**src/rtl/serial_pattern_tx_pkg.sv**
```systemverilog
// ============================================================================
// serial_pattern_tx_pkg : state codes and helpers shared by the pattern TX
// Revision: 1.0
// ============================================================================
`default_nettype none

package serial_pattern_tx_pkg;

  // Codes are fixed so detector benches can decode the debug state bus.
  typedef enum logic [2:0] {
    ST_IDLE  = 3'b000,
    ST_SHIFT = 3'b001,
    ST_GAP   = 3'b010,
    ST_DONE  = 3'b011
  } state_e;

  localparam int unsigned REPS_W = 4;

  // Zero or oversized lengths fall back to the full register width.
  function automatic int unsigned eff_len(input int unsigned len, input int unsigned width);
    return ((len == 0) || (len > width)) ? width : len;
  endfunction

endpackage

`default_nettype wire

```
**src/rtl/serial_pattern_tx_if.sv**
```systemverilog
// ============================================================================
// serial_pattern_tx_if : control/stream bundle of the serial pattern TX
// Revision: 1.0
// ============================================================================
`default_nettype none

interface serial_pattern_tx_if #(
  parameter int WIDTH = 8,
  parameter int LEN_W = 4
);
  logic                                      start;
  logic                                      abort;
  logic [WIDTH-1:0]                          pattern;
  logic [LEN_W-1:0]                          length;
  logic [serial_pattern_tx_pkg::REPS_W-1:0]  reps;
  logic                                      w_out;
  logic                                      w_valid;
  logic                                      busy;
  logic                                      done;
  logic [2:0]                                state;

  modport master (
    output start, abort, pattern, length, reps,
    input  w_out, w_valid, busy, done, state
  );

  modport slave (
    input  start, abort, pattern, length, reps,
    output w_out, w_valid, busy, done, state
  );
endinterface

`default_nettype wire

```
**src/rtl/serial_pattern_tx_pattern_shreg.sv**
```systemverilog
// ============================================================================
// serial_pattern_tx_pattern_shreg : parallel-load, left-shift register, MSB out
// Revision: 1.0
// ============================================================================
`default_nettype none

module serial_pattern_tx_pattern_shreg #(
  parameter int WIDTH = 8
) (
  input  wire logic             clock,
  input  wire logic             resetn,
  input  wire logic             load,
  input  wire logic             shift,
  input  wire logic [WIDTH-1:0] load_val,
  output logic                  msb
);
  logic [WIDTH-1:0] shreg_q;
  logic [WIDTH-1:0] shreg_d;

  always_comb begin
    shreg_d = shreg_q;
    if (load) begin
      shreg_d = load_val;
    end else if (shift) begin
      shreg_d = {shreg_q[WIDTH-2:0], 1'b0};
    end
  end

  always_ff @(posedge clock) begin
    if (!resetn) begin
      shreg_q <= '0;
    end else begin
      shreg_q <= shreg_d;
    end
  end

  assign msb = shreg_q[WIDTH-1];

endmodule

`default_nettype wire

```
**src/rtl/serial_pattern_tx.sv**
```systemverilog
// ============================================================================
// serial_pattern_tx : MSB-first serial pattern transmitter with repeats/gaps
// Revision: 1.0
// ============================================================================
`default_nettype none

module serial_pattern_tx
  import serial_pattern_tx_pkg::*;
#(
  parameter int WIDTH      = 8,
  parameter int LEN_W      = 4,
  parameter int GAP_CYCLES = 1
) (
  input  wire logic          clock,
  input  wire logic          resetn,
  serial_pattern_tx_if.slave bus
);
  localparam int GAP_W = (GAP_CYCLES > 1) ? $clog2(GAP_CYCLES) : 1;
  localparam logic [GAP_W-1:0] GAP_LAST = (GAP_CYCLES > 0) ? GAP_W'(GAP_CYCLES - 1) : '0;

  state_e              state_q,   state_d;
  logic [LEN_W-1:0]    len_q,     len_d;
  logic [REPS_W-1:0]   reps_q,    reps_d;
  logic [WIDTH-1:0]    pat_q,     pat_d;
  logic [LEN_W-1:0]    bit_cnt_q, bit_cnt_d;
  logic [REPS_W-1:0]   rep_cnt_q, rep_cnt_d;
  logic [GAP_W-1:0]    gap_cnt_q, gap_cnt_d;

  logic                sh_load;
  logic                sh_shift;
  logic [WIDTH-1:0]    sh_load_val;
  logic                sh_msb;
  logic [LEN_W-1:0]    len_in;
  logic [WIDTH-1:0]    pat_aligned;

  // Left-justify the pattern so bit [len-1] sits at the shift-out MSB.
  assign len_in      = LEN_W'(eff_len(32'(bus.length), WIDTH));
  assign pat_aligned = bus.pattern << (LEN_W'(WIDTH) - len_in);

  always_comb begin
    state_d     = state_q;
    len_d       = len_q;
    reps_d      = reps_q;
    pat_d       = pat_q;
    bit_cnt_d   = bit_cnt_q;
    rep_cnt_d   = rep_cnt_q;
    gap_cnt_d   = gap_cnt_q;
    sh_load     = 1'b0;
    sh_shift    = 1'b0;
    sh_load_val = pat_q;

    case (state_q)
      ST_IDLE: begin
        if (bus.start) begin
          len_d       = len_in;
          reps_d      = bus.reps;
          pat_d       = pat_aligned;
          sh_load     = 1'b1;
          sh_load_val = pat_aligned;
          bit_cnt_d   = '0;
          rep_cnt_d   = '0;
          gap_cnt_d   = '0;
          state_d     = ST_SHIFT;
        end
      end
      ST_SHIFT: begin
        if (bit_cnt_q == (len_q - LEN_W'(1))) begin
          bit_cnt_d = '0;
          if (rep_cnt_q < reps_q) begin
            rep_cnt_d = rep_cnt_q + REPS_W'(1);
            sh_load   = 1'b1;
            gap_cnt_d = '0;
            state_d   = (GAP_CYCLES == 0) ? ST_SHIFT : ST_GAP;
          end else begin
            state_d = ST_DONE;
          end
        end else begin
          sh_shift  = 1'b1;
          bit_cnt_d = bit_cnt_q + LEN_W'(1);
        end
      end
      ST_GAP: begin
        if (gap_cnt_q == GAP_LAST) begin
          bit_cnt_d = '0;
          state_d   = ST_SHIFT;
        end else begin
          gap_cnt_d = gap_cnt_q + GAP_W'(1);
        end
      end
      ST_DONE: state_d = ST_IDLE;
      default: state_d = ST_IDLE;
    endcase

    // Abort wins over everything except reset, including a start in IDLE.
    if (bus.abort) begin
      state_d   = ST_IDLE;
      sh_load   = 1'b0;
      sh_shift  = 1'b0;
      bit_cnt_d = '0;
      rep_cnt_d = '0;
      gap_cnt_d = '0;
    end
  end

  always_ff @(posedge clock) begin
    if (!resetn) begin
      state_q   <= ST_IDLE;
      len_q     <= '0;
      reps_q    <= '0;
      pat_q     <= '0;
      bit_cnt_q <= '0;
      rep_cnt_q <= '0;
      gap_cnt_q <= '0;
    end else begin
      state_q   <= state_d;
      len_q     <= len_d;
      reps_q    <= reps_d;
      pat_q     <= pat_d;
      bit_cnt_q <= bit_cnt_d;
      rep_cnt_q <= rep_cnt_d;
      gap_cnt_q <= gap_cnt_d;
    end
  end

  serial_pattern_tx_pattern_shreg #(
    .WIDTH (WIDTH)
  ) u_shreg (
    .clock    (clock),
    .resetn   (resetn),
    .load     (sh_load),
    .shift    (sh_shift),
    .load_val (sh_load_val),
    .msb      (sh_msb)
  );

  assign bus.w_valid = (state_q == ST_SHIFT);
  assign bus.w_out   = bus.w_valid & sh_msb;
  assign bus.busy    = (state_q == ST_SHIFT) || (state_q == ST_GAP);
  assign bus.done    = (state_q == ST_DONE);
  assign bus.state   = state_q;

endmodule

`default_nettype wire

```
**src/flat_wrapper.sv**
```systemverilog
// flat-port wrapper written by rule: the top's interface ports become plain ports
module serial_pattern_tx_flat import serial_pattern_tx_pkg::*;
#(
  parameter int WIDTH      = 8,
  parameter int LEN_W      = 4,
  parameter int GAP_CYCLES = 1
)
  (clock, resetn, bus_start, bus_abort, bus_pattern, bus_length, bus_reps, bus_w_out, bus_w_valid, bus_busy, bus_done, bus_state);
  serial_pattern_tx_if #(.WIDTH(WIDTH), .LEN_W(LEN_W)) bus_i ();
  input  wire logic clock;
  input  wire logic resetn;
  input wire logic [$bits(bus_i.start)-1:0] bus_start;
  input wire logic [$bits(bus_i.abort)-1:0] bus_abort;
  input wire logic [$bits(bus_i.pattern)-1:0] bus_pattern;
  input wire logic [$bits(bus_i.length)-1:0] bus_length;
  input wire logic [$bits(bus_i.reps)-1:0] bus_reps;
  output wire logic [$bits(bus_i.w_out)-1:0] bus_w_out;
  output wire logic [$bits(bus_i.w_valid)-1:0] bus_w_valid;
  output wire logic [$bits(bus_i.busy)-1:0] bus_busy;
  output wire logic [$bits(bus_i.done)-1:0] bus_done;
  output wire logic [$bits(bus_i.state)-1:0] bus_state;
  assign bus_i.start = bus_start;
  assign bus_i.abort = bus_abort;
  assign bus_i.pattern = bus_pattern;
  assign bus_i.length = bus_length;
  assign bus_i.reps = bus_reps;
  assign bus_w_out = bus_i.w_out;
  assign bus_w_valid = bus_i.w_valid;
  assign bus_busy = bus_i.busy;
  assign bus_done = bus_i.done;
  assign bus_state = bus_i.state;
  serial_pattern_tx #(.WIDTH(WIDTH), .LEN_W(LEN_W), .GAP_CYCLES(GAP_CYCLES)) u_core (.clock(clock), .resetn(resetn), .bus(bus_i));
endmodule
```
**config.mk**
```make
export PLATFORM = sky130hd
export DESIGN_NAME = serial_pattern_tx_flat
export DESIGN_NICKNAME = d
export VERILOG_FILES = /design/src/rtl/serial_pattern_tx_pkg.sv /design/src/rtl/serial_pattern_tx_if.sv /design/src/rtl/serial_pattern_tx_pattern_shreg.sv /design/src/rtl/serial_pattern_tx.sv /design/src/flat_wrapper.sv
export SDC_FILE = /design/constraint.sdc
export NUM_CORES = 1
export LEC_CHECK = 0
export BUFFER_PORTS_ARGS = -buffer_cell sky130_fd_sc_hd__buf_4
export CAP_MARGIN = 30
export CORE_ASPECT_RATIO = 0.8
export CORE_UTILIZATION = 58
export DETAILED_ROUTE_END_ITERATION = 8
export GPL_TIMING_DRIVEN = 0
export HOLD_SLACK_MARGIN = 0.12
export PLACE_DENSITY = 0.83
export SLEW_MARGIN = 15
export SYNTH_ARGS = -nofsm -noshare
export SYNTH_HDL_FRONTEND = slang
export SYNTH_SLANG_ARGS = --single-unit
```
**constraint.sdc**
```tcl
create_clock -name clock -period 3.05 [get_ports clock]
set_input_delay 0.7625 -clock clock [delete_from_list [all_inputs] [get_ports clock]]
set_output_delay 0.7625 -clock clock [all_outputs]
set_load 0.02 [all_outputs]
```
### After elaboration in Yosys (flattened, before gate mapping)

Cells that the tools add are included.

* add/subtract/negate cells: 5
* magnitude comparators: 2
* equality and inequality tests: 8
* shift operators: 1
* muxes and demuxes: 30
* bitwise gates (word level): 2
* reduce and logical (&&, ||, !) cells: 13

Operator list (number)
* $mux 8: 4
* $mux 4: 6
* $mux 1: 12
* $pmux 4 s3: 1
* $mux 3: 3
* $pmux 3 s3: 1
* $add 4x1->4 const B: 2
* $ne 2x2->1 const B: 4
* $pmux 4 s2: 1
* $reduce_and 4->1: 2
* $shl 8x4->8: 1
* $eq 3x2->1 const B: 2
* $reduce_and 3->1: 2
* $eq 4x4->1: 1
* $gt 4x4->1 const B: 1
* $logic_not 4->1: 1
* $lt 4x4->1: 1
* $reduce_bool 2->1: 2
* $sub 4x1->4 const B: 1
* $sub 4x4->4 const A: 1
* $eq 3x1->1 const B: 1
* $logic_not 3->1: 1
* $pmux 1 s3: 1
* $reduce_bool 3->1: 1
* other kinds (7): 8

* register bits after elaboration: 36
* output and inout port bits: 7
* word-level logic and storage cells: 69

### Depth between registers and ports, before layout

Gate-level depths: netlist of run 1.

* word-level depth: 8
* gate-level depth with buffers: 9
* depth with buffers taken out: 9

### Hierarchy

From an unflattened synthesis of run 1, not the netlist that was laid out.

* cells, all modules: 241
* area total of the unflattened synthesis: 2144.6 µm²

Modules (own cells, without submodules)
* serial_pattern_tx: instances 1, cells each 206, area each 1725.4 µm², sequential area each 520.5 µm²
* serial_pattern_tx_pattern_shreg: instances 1, cells each 35, area each 419.2 µm², sequential area each 160.2 µm²

### Worst setup path after synthesis of run 1

No wires, ideal clock.

* path kind: in2reg
* from: in bus_length[0]
* to: reg u_core.u_shreg.shreg_q[6]
* setup time: 0.133 ns
* data arrival time: 2.412 ns
* setup slack: 0.505 ns
* stages on the path: 9
* path buffers: 1
* path through: nor2b_2 inv_1 ha_1 clkbuf_1 mux4_2 mux2i_1 a21oi_1 o211ai_1 o21ai_0

* word-level cells in the longest chain between the ends: 8
* elaborated cells between the ends (all ways): 9
* classes of those cells: add/sub (1); order compare (1); shift (1); mux (4); reduce/logical (2)

RTL lines
* from (decl): RTL line flat_wrapper.sv:15 `input wire logic [$bits(bus_i.length)-1:0] bus_length;`
* $gt 4x4->1 or $logic_not 4->1 (tied branches): RTL line serial_pattern_tx_pkg.sv:21 `return ((len == 0) || (len > width)) ? width : len;`
* $logic_or 1x1->1: RTL line serial_pattern_tx_pkg.sv:21
* $mux 4 (*): RTL line serial_pattern_tx_pkg.sv:21
* $sub 4x4->4 (*): RTL line serial_pattern_tx.sv:38 `assign pat_aligned = bus.pattern << (LEN_W'(WIDTH) - len_in);`
* $shl 8x4->8 (*): RTL line serial_pattern_tx.sv:38
* $mux 8 (*): RTL line serial_pattern_tx.sv:54 `if (bus.start) begin`
* $mux 8 (*): RTL line serial_pattern_tx.sv:52 `case (state_q)`
* $mux 8 (*): RTL line serial_pattern_tx_pattern_shreg.sv:22 `if (load) begin`
* to (signal assigned): RTL line serial_pattern_tx_pattern_shreg.sv:33 `shreg_q <= shreg_d;`
* to (decl): RTL line serial_pattern_tx_pattern_shreg.sv:17 `logic [WIDTH-1:0] shreg_q;`

Mark *: on every way between the ends. The rest lies on a longest branch, timed or not.
A chain may end at the register's enable or synchronous reset.

### Final worst setup path of run 1

* from: in bus_length[0]
* to: reg u_core.u_shreg.shreg_q[3]

Same word-level chain as after synthesis.

==> results of run 1 <==
worst max path at each step:
stage / from / to / slack, ps / depth (start not counted)
after floorplan: bus_length[0] / u_core.u_shreg.shreg_q[6] / 500 / 9
after global placement: bus_length[3] / u_core.u_shreg.shreg_q[3] / 90 / 10
after detailed placement: bus_length[0] / u_core.u_shreg.shreg_q[3] / 80 / 10
after CTS: bus_length[0] / u_core.u_shreg.shreg_q[3] / 370 / 10
after global routing: bus_length[0] / u_core.u_shreg.shreg_q[3] / 160 / 10
final: bus_length[0] / u_core.u_shreg.shreg_q[3] / 330 / 10
where the power goes:
group / switching, W / internal (W) / leakage (nW) / total, W
clock network: 0.000171 / 0.000349 / 0.0714 / 0.000520
registers: 0.0000147 / 0.000466 / 0.277 / 0.000480
logic: 0.000141 / 0.0000997 / 0.658 / 0.000240
cells in the final DEF, fill, tap and decap left out, types with 3 or more instances in the layout:
| cell type | synthesis | layout |
|---|---|---|
| dfxtp_1 | 34 | 34 |
| buf_4 | 2 | 26 |
| nand2_1 | 23 | 23 |
| nor2_1 | 20 | 20 |
| a21oi_1 | 19 | 19 |
| o21ai_0 | 16 | 16 |
| inv_1 | 13 | 13 |
| ha_1 | 12 | 12 |
| mux2i_1 | 9 | 9 |
| clkbuf_1 | 8 | 8 |
| nand3_1 | 6 | 6 |
| clkbuf_8 | 0 | 6 |
| nor3_1 | 5 | 5 |
| nand2b_1 | 4 | 4 |
| xor2_1 | 3 | 3 |
| a211oi_1 | 3 | 3 |
| nor2b_1 | 3 | 3 |
| a31oi_1 | 3 | 3 |
| o211ai_1 | 3 | 3 |
| nand3b_1 | 3 | 3 |
cells by family after synthesis:
family / after synthesis
xor+xnor: 8
compound gates: 72
simple gates: 78
flops: 34
fa+ha+maj: 12
other cells: 1
buf+inv: 25
mux: 13
routing by layer:
layer  vias up  global-route usage [%]
li1        951                       -
met1       903                    39.3
met2       119                    41.7
met3         8                    5.62
met4         0                    8.29
met5         -                       0
registers in the layout, summed over array words and instances (netlist names):
name / flops
u_core.pat_q: 8
u_core.u_shreg.shreg_q: 8
u_core.bit_cnt_q: 4
u_core.len_q: 4
u_core.rep_cnt_q: 4
u_core.reps_q: 4
u_core.bus.state: 2
through the flow:
| stage | std cells | utilization (%) | area, um2 |
|---|---|---|---|
| floorplan | 243 | - | 2120 |
| global route | 317 | 72.0 | 2500 |
| global placement | 309 | 67.9 | 2360 |
| CTS | 317 | 72.0 | 2500 |
| finish | 317 | 72.0 | 2500 |
| detailed placement | 309 | 67.9 | 2360 |
worst register-to-register path: stages (launching register included):
cell and delay (ps):
dfxtp_1 370, inv_1 100, ha_1 360, inv_1 140, nor2_1 230, o2111ai_2 230
a31oi_1 430, nor2_2 120, a22o_1 240
area by class of cell:
class                   instances  area, um2
well taps                      42       52.6
plain buffers                  11       56.3
clock buffers                   6       82.6
flip-flops and latches         34        681
clock inverters                 2       60.1
fillers                       277        972
inverters                      14       52.6
repair buffers                 24        180
multi-input cells             184       1330
==> out/results.txt, run 1 <==
Hold EP: u_core.reps_q[2]
Gate Count Post-Synth: 243
R2R Setup Slk: 720 ps
Area Growth Syn to Fin: 17.7%
Seq/Total Area, Yosys: 32.1%
CTS Buf Count: 5
Drt via density: 6.25
Compound-Gate Fraction of Synth Area: 23.5%
Syn_area_per_cell: 8.74 um2
Num rows: 19
Max VDD drop: 0.000358 V
Most frequent cells after synthesis: dfxtp_1 (34), nand2_1 (23), nor2_1 (20)
Synth top area share: 32.1%
Synth Warn #: 0
DIE WIDTH: 69.6 um
R2r startpoint: u_core.bus.state[1]
Hold crit path type: reg -> reg
Top delay family on crit path: buffers and inverters
Worst Skew: 12.9 ps
Reg2reg path depth: 8
Post-synth EDFFs: 0
Post-CTS setup buffers: 0
Post-synthesis mux area share: 7.42%
RSZ-0062 raised after global routing: no
CTS resizes: 0
Post-synthesis cell type count: 61
H-tree depth: 2
Core area: 3470 um2
Deepest clock path buffer count: 2
Vias in the first global route: 1832
Pin count of the biggest net entering global routing: 12
Critical path buffer and inverter count: 3
Endpoints failing setup: 0
Detail Route Antenna Nets: 0
Clock transition at path regs: 70 ps
Total power: 0.00124 W
Routability cong.: 0.916
Synth Area in Adders: 7.07%
Final setup TNS: 0 ps
Synth Area in XOR/XNOR: 5.54%
Post-synthesis cell area: 2120 um2
Flops & latches, synth: 34
Arr. time, crit path: 2890 ps
WL met1: 2260 um
DR WL met3: 535 um
GR Overflow Total: 0
CP max FO: 10
Share of layout cells above drive strength 1: 20.4%
Die area: 3910 um2
Worst Setup Start Kind: primary input
WHS Path Cells: 2
Antenna violations before repair: 0
Clock latency on the worst-skew pair: 290 ps
Max_cap viols: 0
DR pass1 iterations: 5
Status: completed
LEAKAGE: 1.01 nW
Clock root cell: clkbuf_8
DRT iter0 DRCs: 188
FMAX: 368 MHz
Ranking of synthesized cells by area: dfxtp_1 (32%), ha_1 (7.1%), a21oi_1 (4.5%)
Pre-CTS setup slack: 77.9 ps
Total track usage: 27.4%
Global-route wire length before repair: 8370 um
FF-to-FF End: u_core.u_shreg.shreg_q[1]
FFs w/ async S/R, synth: 0%
Largest family of logic cells by synthesized area: compound AO/OA/AOI/OAI gates
Post-synthesis simple-gate area fraction: 19.2%
Hold path startpoint: u_core.reps_q[2]
CP Data Required Time: 3220 ps
DRC viols: 0
Count leader, synth: dfxtp_1
Routed wl met2: 2320 um
Drt total wl: 5170 um
ANT cells: 0
Slowest Stage Delay on Critical Path: 380 ps
Worst Setup Path Type: in -> reg
Final clock period utilization by the worst path: 89.2%
Die Y: 56.1 um
Fin. max-slew vios: 0
Worst setup EP type: register
# IOs: 27
Syn Nets: 275
Crit path time final: 2720 ps
Initial Util: 61.2%
P per Cell Area: 496 nW/um2
Top_reg_cell synth: dfxtp_1
Hold buffer count at CTS: 0
Routed len/inst: 16.3 um
Via count: 1981
Post-synth top area cell: dfxtp_1
Final setup margin: 330 ps
Crit path cell chain: buf_4 > nor2b_2 > inv_1 > ha_1 > clkbuf_1 > mux2i_1 > nand2_1 > a32oi_1 > a2bb2oi_1 > o2bb2ai_1
Final nets: 306
Hold slack final: 456 ps
DP HPWL: 3850 um
Slowest cell on crit path: clkbuf_1
CTS tree: built
TritonCTS Sinks: 34
PortBufs: 24
Highest routed layer: met4
Final hold viol count: 0
No activity file was read; power rests on OpenSTA's default activity.
==> run 2, diff against run 1 <==
--- a/config.mk
+++ b/config.mk
@@ -16,4 +16,5 @@
 export SLEW_MARGIN = 15
 export SYNTH_ARGS = -nofsm -noshare
 export SYNTH_HDL_FRONTEND = slang
+export SYNTH_HIERARCHICAL = 1
 export SYNTH_SLANG_ARGS = --single-unit
==> run 2 against run 1 <==
Compared with the run above: sequential power hardly changed; critical path type unchanged; clock power down 33%; count of clock-buffer cells in the layout increased by 1; final area decreased by 0.50%; non-clock buffer count grew 6; final cell count fell by 0.32%; global-route usage decreased by 3.1 points; total power is 15% lower; largest power group is now registers.
==> out/results.txt, run 2 <==
Status: completed (unchanged)
Most frequent cells after synthesis: dfxtp_1 (34), nand2_1 (22), a21oi_1 (17) (was dfxtp_1 (34), nand2_1 (23), nor2_1 (20))
Arr. time, crit path: 3090 ps (was 2890 ps)
Ranking of synthesized cells by area: dfxtp_1 (32%), ha_1 (7.0%), mux2_4 (4.9%) (was dfxtp_1 (32%), ha_1 (7.1%), a21oi_1 (4.5%))
Seq/Total Area, Yosys: 31.7% (was 32.1%)
Gate Count Post-Synth: 241 (was 243)
Post-synth EDFFs: 0 (unchanged)
TritonCTS Sinks: 34 (unchanged)
R2r startpoint: u_core/bus.state[1] (was u_core.bus.state[1])
PortBufs: 25 (was 24)
Detail Route Antenna Nets: 0 (unchanged)
Num rows: 19 (unchanged)
Top flop regs: u_core/pat_q: 8 flops, u_core/u_shreg/shreg_q: 8 flops (was u_core.pat_q: 8 flops, u_core.u_shreg.shreg_q: 8 flops)
FMAX: 345 MHz (was 368 MHz)
Filler cells: 285 (was 277)
Slowest cell on crit path: or4_1 (was clkbuf_1)
LEAKAGE: 1.10 nW (was 1.01 nW)
DR pass1 iterations: 4 (was 5)
Worst Setup Path Type: in -> reg (unchanged)
GR Overflow Total: 0 (unchanged)
Vias in the first global route: 1604 (was 1832)
Top delay family on crit path: simple AND/OR/NAND/NOR gates (was buffers and inverters)
Slowest Stage Delay on Critical Path: 490 ps (was 380 ps)
Core area: 3470 um2 (unchanged)
# IOs: 27 (unchanged)
Endpoints failing setup: 0 (unchanged)
Final hold viol count: 0 (unchanged)
Placed cells: 308 (was 309)
DP HPWL: 3370 um (was 3850 um)
Reg2reg path depth: 9 (was 8)
Initial Util: 61.8% (was 61.2%)
CTS Buf Count: 5 (unchanged)
Antenna violations before repair: 0 (unchanged)
Fin. max-slew vios: 0 (unchanged)
Hold buffer count at CTS: 0 (unchanged)
R2R Setup Slk: 280 ps (was 720 ps)
Drt via density: 5.76 (was 6.25)
Crit path cell chain: buf_4 > nand2b_1 > buf_2 > ha_1 > clkbuf_1 > mux2i_1 > nor2_1 > or4_1 > o221a_2 > nand2b_1 > o211a_1 (was buf_4 > nor2b_2 > inv_1 > ha_1 > clkbuf_1 > mux2i_1 > nand2_1 > a32oi_1 > a2bb2oi_1 > o2bb2ai_1)
Final nets: 305 (was 306)
Crit path time final: 2900 ps (was 2720 ps)
FF-to-FF End: u_core/u_shreg/shreg_q[5] (was u_core.u_shreg.shreg_q[1])
Reg area: 681 um2 (unchanged)
Clock transition at path regs: 70 ps (about the same)
Via count: 1820 (was 1981)
CTS tree: built (unchanged)
Top_reg_cell synth: dfxtp_1 (unchanged)
Hold EP: u_core/reps_q[1] (was u_core.reps_q[2])
Critical path buffer and inverter count: 3 (unchanged)
CP Data Required Time: 3240 ps (was 3220 ps)
Die Y: 56.4 um (was 56.1 um)
Commonest cells after routing, fill and taps aside: dfxtp_1 (34), buf_4 (26), nand2_1 (22), a21oi_1 (17), ha_1 (12) (was dfxtp_1 (34), buf_4 (26), nand2_1 (23), nor2_1 (20), a21oi_1 (19))
FFs w/ async S/R, synth: 0% (unchanged)
Critical Path Most Common Cell: nand2b_1
Most common cell after layout, fill and taps aside: dfxtp_1 (unchanged)
CP max FO: 10 (unchanged)
Synth Warn #: 6 (was 0)
Hold path startpoint: u_core/reps_q[1] (was u_core.reps_q[2])
Worst Skew: 6.92 ps (was 12.9 ps)
Post-synth top area cell: dfxtp_1 (unchanged)
Total power: 0.00105 W (was 0.00124 W)
Area Growth Syn to Fin: 15.9% (was 17.7%)
Synth top area share: 31.7% (was 32.1%)
Final clock period utilization by the worst path: 95.0% (was 89.2%)
Total track usage: 24.3% (was 27.4%)
Global-route wire length before repair: 7560 um (was 8370 um)
Post-synthesis cell area: 2140 um2 (was 2120 um2)
Deepest clock path buffer count: 2 (unchanged)
Worst setup EP type: register (unchanged)
Die area: 3950 um2 (was 3910 um2)
Slew margin rel.: 59.2%
Routability cong.: 0.877 (was 0.916)
Worst Setup Start Kind: primary input (unchanged)
Count leader, synth: dfxtp_1 (unchanged)
Clock latency on the worst-skew pair: 290 ps (about the same)
ANT cells: 0 (unchanged)
WHS Path Cells: 2 (unchanged)
Max VDD drop: 0.000369 V (was 0.000358 V)
Flops & latches, synth: 34 (unchanged)
RSZ-0062 raised after global routing: no (unchanged)
Footprint of the multi-input gates: 1360 um2 (was 1330 um2)
Post-route non-filler standard cell count: 316 (was 317)
Drt total wl: 4640 um (was 5170 um)
Max_cap viols: 0 (unchanged)
Hold crit path type: reg -> reg (unchanged)
Clock root cell: clkbuf_8 (unchanged)
Syn_area_per_cell: 8.90 um2 (was 8.74 um2)
Syn Nets: 273 (was 275)
Slew at the pin with the worst max-slew slack: 612 ps
DRC viols: 0 (unchanged)
Post-synthesis cell type count: 52 (was 61)
Pin count of the biggest net entering global routing: 11 (was 12)
Share of layout cells above drive strength 1: 19.3% (was 20.4%)
P per Cell Area: 422 nW/um2 (was 496 nW/um2)
H-tree depth: 2 (unchanged)
Routed len/inst: 14.7 um (was 16.3 um)
DRT iter0 DRCs: 138 (was 188)
DIE WIDTH: 70.0 um (was 69.6 um)
==> run 2: cell types whose count changed after synthesis, moves of 3 or more <==
cell and change:
a21boi_0 +5, and2_1 +7, inv_1 -5, mux2_4 +7, nand2b_1 +7, nor2_1 -9, o211a_1 +7, o211ai_1 -3
o21ai_0 -5, o31ai_1 +3, or4_1 +3
==> run 2: timing repair <==
item	4_1_cts	5_1_grt
buffers inserted	0	0
endpoints found under the setup margin	0	8
resized for setup	0	5
==> run 2: layout make-up <==
cell class                      instances  share of cell area [%]
Buffer                                 16                    3.37
Clock buffer                            7                    3.47
Clock inverter                          1                   0.201
Inverter                                8                    1.21
Multi-Input combinational cell        183                    54.7
Sequential cell                        34                    27.4
Tap cell                               42                    2.11
Timing Repair Buffer                   25                    7.55
==> run 2: logic make-up (layout without fill, tap and decap cells) <==
family          Yosys count  in the layout  share of synthesized area (%)
xor+xnor                  7              7                           3.50
simple gates             83             83                           21.3
compound gates           61             61                           19.4
fa+ha+maj                12             12                           7.00
mux                      19             19                           11.7
other cells               1              1                          0.175
buf+inv                  24             57                           5.19
flops                    34             34                           31.7
==> run 2: power by group <==
group / total, W / switching (W) / internal [W]
sequential: 0.000479 / 0.0000127 / 0.000467
combinational: 0.000226 / 0.000119 / 0.000107
clock: 0.000346 / 0.000164 / 0.000182
==> run 2: worst reg2reg max path: cells and delay by family (launching register included) <==
family	cells	cell delay, ps
buffers and inverters	4	1080
adders and majority gates	1	190
DFF	1	370
and+or+nand+nor	1	220
AOI/OAI and AO/OA	2	480
muxes	1	310
==> run 2: how the worst max path moves through the flow <==
stage               depth (start not counted)  slack (ps)           from                         to
finish                                     11         150  bus_length[3]  u_core/u_shreg/shreg_q[4]
global route                               11           8  bus_length[3]  u_core/u_shreg/shreg_q[4]
CTS                                        11          90  bus_length[3]  u_core/u_shreg/shreg_q[5]
detailed placement                         11        -200  bus_length[3]  u_core/u_shreg/shreg_q[5]
global placement                           10        -140  bus_length[3]  u_core/u_shreg/shreg_q[6]
floorplan                                   9         210  bus_length[3]  u_core/u_shreg/shreg_q[6]
==> run 2: per-layer routing <==
layer	wire length [um]	GRT usage, %	vias up
met5	0	0	-
met4	40	6.29	0
met3	226	7.18	6
met2	1910	34.1	50
met1	2460	35.9	838
li1	-	-	926
==> run 2: stage by stage <==
| stage | util, % | instance area, um2 | hold WS [ps] | TNS [ps] | setup WS [ps] |
|---|---|---|---|---|---|
| 2_1_floorplan | - | 2140 | 443 | 0 | 206 |
| 3_3_place_gp | 68.7 | 2380 | 450 | -523 | -144 |
| 3_5_place_dp | 68.7 | 2380 | 457 | -659 | -201 |
| 4_1_cts | 71.3 | 2480 | 467 | 0 | 87.5 |
| 5_1_grt | 71.6 | 2490 | 498 | 0 | 8.36 |
| 6_report | 71.6 | 2490 | 463 | 0 | 152 |
==> run 3, diff against run 2 <==
--- a/config.mk
+++ b/config.mk
@@ -5,9 +5,9 @@
 export SDC_FILE = /design/constraint.sdc
 export NUM_CORES = 1
 export LEC_CHECK = 0
+export ABC_AREA = 1
 export BUFFER_PORTS_ARGS = -buffer_cell sky130_fd_sc_hd__buf_4
 export CAP_MARGIN = 30
-export CORE_ASPECT_RATIO = 0.8
 export CORE_UTILIZATION = 58
 export DETAILED_ROUTE_END_ITERATION = 8
 export GPL_TIMING_DRIVEN = 0
==> run 3 against run 2 <==
Compared with the run above: global-route usage is 0.85 points higher; via count is 14% higher; flip-flop and latch count stayed put; first-iteration DRC count is 4.3% lower; highest routed layer unchanged.
==> out/results.txt, run 3 <==
Post-synthesis cell type count: 32 (was 52)
Synth Warn #: 6 (unchanged)
Critical path depth in cells: 16 (was 11)
FMAX: 368 MHz (was 345 MHz)
Post-synth EDFFs: 0 (unchanged)
Count leader, synth: nand2_1 (was dfxtp_1)
GR Overflow Total: 0 (unchanged)
Syn Nets: 354 (was 273)
Critical Path Most Common Cell: nand2_1 (was nand2b_1)
Flops & latches, synth: 34 (unchanged)
Top_reg_cell synth: dfxtp_1 (unchanged)
Fin. max-slew vios: 0 (unchanged)
CTS resizes: 0 (unchanged)
WHS Path Cells: 2 (unchanged)
Most common cell after layout, fill and taps aside: nand2_1 (was dfxtp_1)
FFs w/ async S/R, synth: 0% (unchanged)
Pre-CTS setup slack: 77.9 ps (was -201 ps)
Slowest Stage Delay on Critical Path: 400 ps (was 490 ps)
Total track usage: 25.1% (was 24.3%)
Pin count of the biggest net entering global routing: 11 (unchanged)
ANT cells: 0 (unchanged)
LEAKAGE: 1.27 nW (was 1.10 nW)
Post-synthesis cell area: 2160 um2 (was 2140 um2)
CTS tree: built (unchanged)
Top flop regs: u_core/pat_q: 8 flops, u_core/u_shreg/shreg_q: 8 flops (unchanged)
CP max FO: 10 (unchanged)
Commonest cells after routing, fill and taps aside: nand2_1 (94), inv_1 (43), nand3_1 (35), dfxtp_1 (34), a21oi_1 (28) (was dfxtp_1 (34), buf_4 (26), nand2_1 (22), a21oi_1 (17), ha_1 (12))
Synth top area share: 31.5% (was 31.7%)
Worst Setup Path Type: in -> reg (unchanged)
Final hold viol count: 0 (unchanged)
Gate Count Post-Synth: 322 (was 241)
Drt via density: 5.17 (was 5.76)
Final setup TNS: 0 ps (unchanged)
Clock root cell: clkbuf_8 (unchanged)
Detail Route Antenna Nets: 0 (unchanged)
Worst Skew: 6.09 ps (was 6.92 ps)
Initial Util: 62.7% (was 61.8%)
TritonCTS Sinks: 34 (unchanged)
Hold slack final: 466 ps (was 463 ps)
Clock transition at path regs: 70 ps (about the same)
Endpoints failing setup: 0 (unchanged)
Switching part of the total: 29.5% (was 28.1%)
Critical path buffer and inverter count: 4 (was 3)
Status: completed (unchanged)
DR pass1 iterations: 4 (unchanged)
Seq/Total Area, Yosys: 31.5% (was 31.7%)
Reg2reg path depth: 12 (was 9)
DP HPWL: 3400 um (was 3370 um)
Routability cong.: 0.857 (was 0.877)
Global-route wire length before repair: 7980 um (was 7560 um)
P per Cell Area: 450 nW/um2 (was 422 nW/um2)
Slowest cell on crit path: ha_1 (was or4_1)
Routed len/inst: 11.1 um (was 14.7 um)
Share of layout cells above drive strength 1: 15.5% (was 19.3%)
# IOs: 27 (unchanged)
Arr. time, crit path: 2910 ps (was 3090 ps)
Most frequent cells after synthesis: nand2_1 (94), inv_1 (43), nand3_1 (35) (was dfxtp_1 (34), nand2_1 (22), a21oi_1 (17))
Clock latency on the worst-skew pair: 290 ps (about the same)
CP Data Required Time: 3240 ps (about the same)
DRT iter0 DRCs: 132 (was 138)
Final clock period utilization by the worst path: 89.0% (was 95.0%)
Post-CTS setup buffers: 0 (unchanged)
Worst Setup Start Kind: primary input (unchanged)
Final nets: 386 (was 305)
Max_cap viols: 0 (unchanged)
Crit path time final: 2710 ps (was 2900 ps)
Worst setup EP type: register (unchanged)
Via count: 2072 (was 1820)
Die Y: 63.0 um (was 56.4 um)
CTS Buf Count: 5 (unchanged)
RSZ-0062 raised after global routing: no (unchanged)
Antenna violations before repair: 0 (unchanged)
Crit path cell chain: buf_4 > nor2_2 > nand2_2 > nand2_4 > nand3_4 > buf_12 > ha_1 > clkinv_1 > nand3_1 > a21oi_1 > nand2_1 > nand2_1 > nand2_1 > nand3_1 > nand2_1 > inv_1 (was buf_4 > nand2b_1 > buf_2 > ha_1 > clkbuf_1 > mux2i_1 > nor2_1 > or4_1 > o221a_2 > nand2b_1 > o211a_1)
Post-synth top area cell: dfxtp_1 (unchanged)
DRC viols: 0 (unchanged)
Vias in the first global route: 1899 (was 1604)
Final setup margin: 335 ps (was 152 ps)
Die area: 3970 um2 (was 3950 um2)
Drt total wl: 4470 um (was 4640 um)
Top delay family on crit path: simple AND/OR/NAND/NOR gates (unchanged)
Clock power frac: 34.2% (was 32.9%)
H-tree depth: 2 (unchanged)
Ranking of synthesized cells by area: dfxtp_1 (32%), nand2_1 (16%), nand3_1 (8.1%) (was dfxtp_1 (32%), ha_1 (7.0%), mux2_4 (4.9%))
Max VDD drop: 0.000235 V (was 0.000369 V)
Area Growth Syn to Fin: 16.5% (was 15.9%)
Post-layout util: 73.1% (was 71.6%)
Combinational power share: 23.1% (was 21.5%)
Hold buffer count at CTS: 0 (unchanged)
Internal power: 0.000798 W (was 0.000756 W)
Sw power: 0.000334 W (was 0.000295 W)
Num rows: 21 (was 19)
Seq pwr share: 42.6% (was 45.6%)
PortBufs: 25 (unchanged)
Core area: 3440 um2 (was 3470 um2)
DIE WIDTH: 63.0 um (was 70.0 um)
Hold crit path type: reg -> reg (unchanged)
Deepest clock path buffer count: 2 (unchanged)
Syn_area_per_cell: 6.71 um2 (was 8.90 um2)
==> run 3: tightest hold or removal path: stages (launching register included) <==
cell	delay [ps]
dfxtp_1	310
nand2_1	60
a21oi_1	50
==> run 3: power groups by stage <==
stage | combinational, W | clock [W] | sequential [W]
after CTS | 0.000260 | 0.000399 | 0.000483
after floorplan | 0.000189 | 0 | 0.000491
after detailed placement | 0.000258 | 0 | 0.000493
after global routing | 0.000298 | 0.000414 | 0.000485
after global placement | 0.000253 | 0 | 0.000492
final | 0.000262 | 0.000388 | 0.000483
==> run 3: logic make-up (layout without fill, tap and decap cells) <==
| logic type | Yosys count | count (layout) | share of synthesized area (%) |
|---|---|---|---|
| AO/OA/AOI/OAI | 42 | 42 | 10.2 |
| XOR/XNOR | 5 | 5 | 2.03 |
| adder cells (fa/ha/maj) | 12 | 12 | 6.95 |
| buffers and inverters | 53 | 86 | 10.7 |
| flip-flops | 34 | 34 | 31.5 |
| other | 1 | 1 | 0.174 |
| AND/OR/NAND/NOR | 175 | 175 | 38.5 |
==> run 3: path summary, 6_finish.rpt <==
path | start | endpoint | slack [ps]
worst max-delay path | bus_length[0] | u_core/u_shreg/shreg_q[5] | 340
worst min-delay path | u_core/u_shreg/shreg_q[0] | u_core/u_shreg/shreg_q[0] | 470
worst max register to register | u_core/bus.state[0] | u_core/u_shreg/shreg_q[1] | 630
worst min register to register | u_core/u_shreg/shreg_q[0] | u_core/u_shreg/shreg_q[0] | 470
==> run 3: metal layers <==
layer  GRT usage, %  vias to the layer above  routed length (um)
met5              0                        -                   0
met3           5.47                        9                 167
met1           30.6                      920                2140
met4           11.3                        0                  89
met2           41.8                       41                2070
li1               -                     1102                   -
==> run 3: area by class of cell <==
class	count	area, um2
Buffer	8	61.3
Timing Repair Buffer	25	188
Clock buffer	8	110
Tap cell	46	57.6
Fill cell	288	927
Inverter	45	169
Sequential cell	34	681
Multi-Input combinational cell	235	1250
==> run 3: per-stage QoR <==
stage	cell area (um2)	power, W	instances
2_1_floorplan	2160	0.000680	322
3_5_place_dp	2400	0.000751	393
3_3_place_gp	2400	0.000745	393
4_1_cts	2510	0.00114	401
6_report	2510	0.00113	401
5_1_grt	2510	0.00120	401
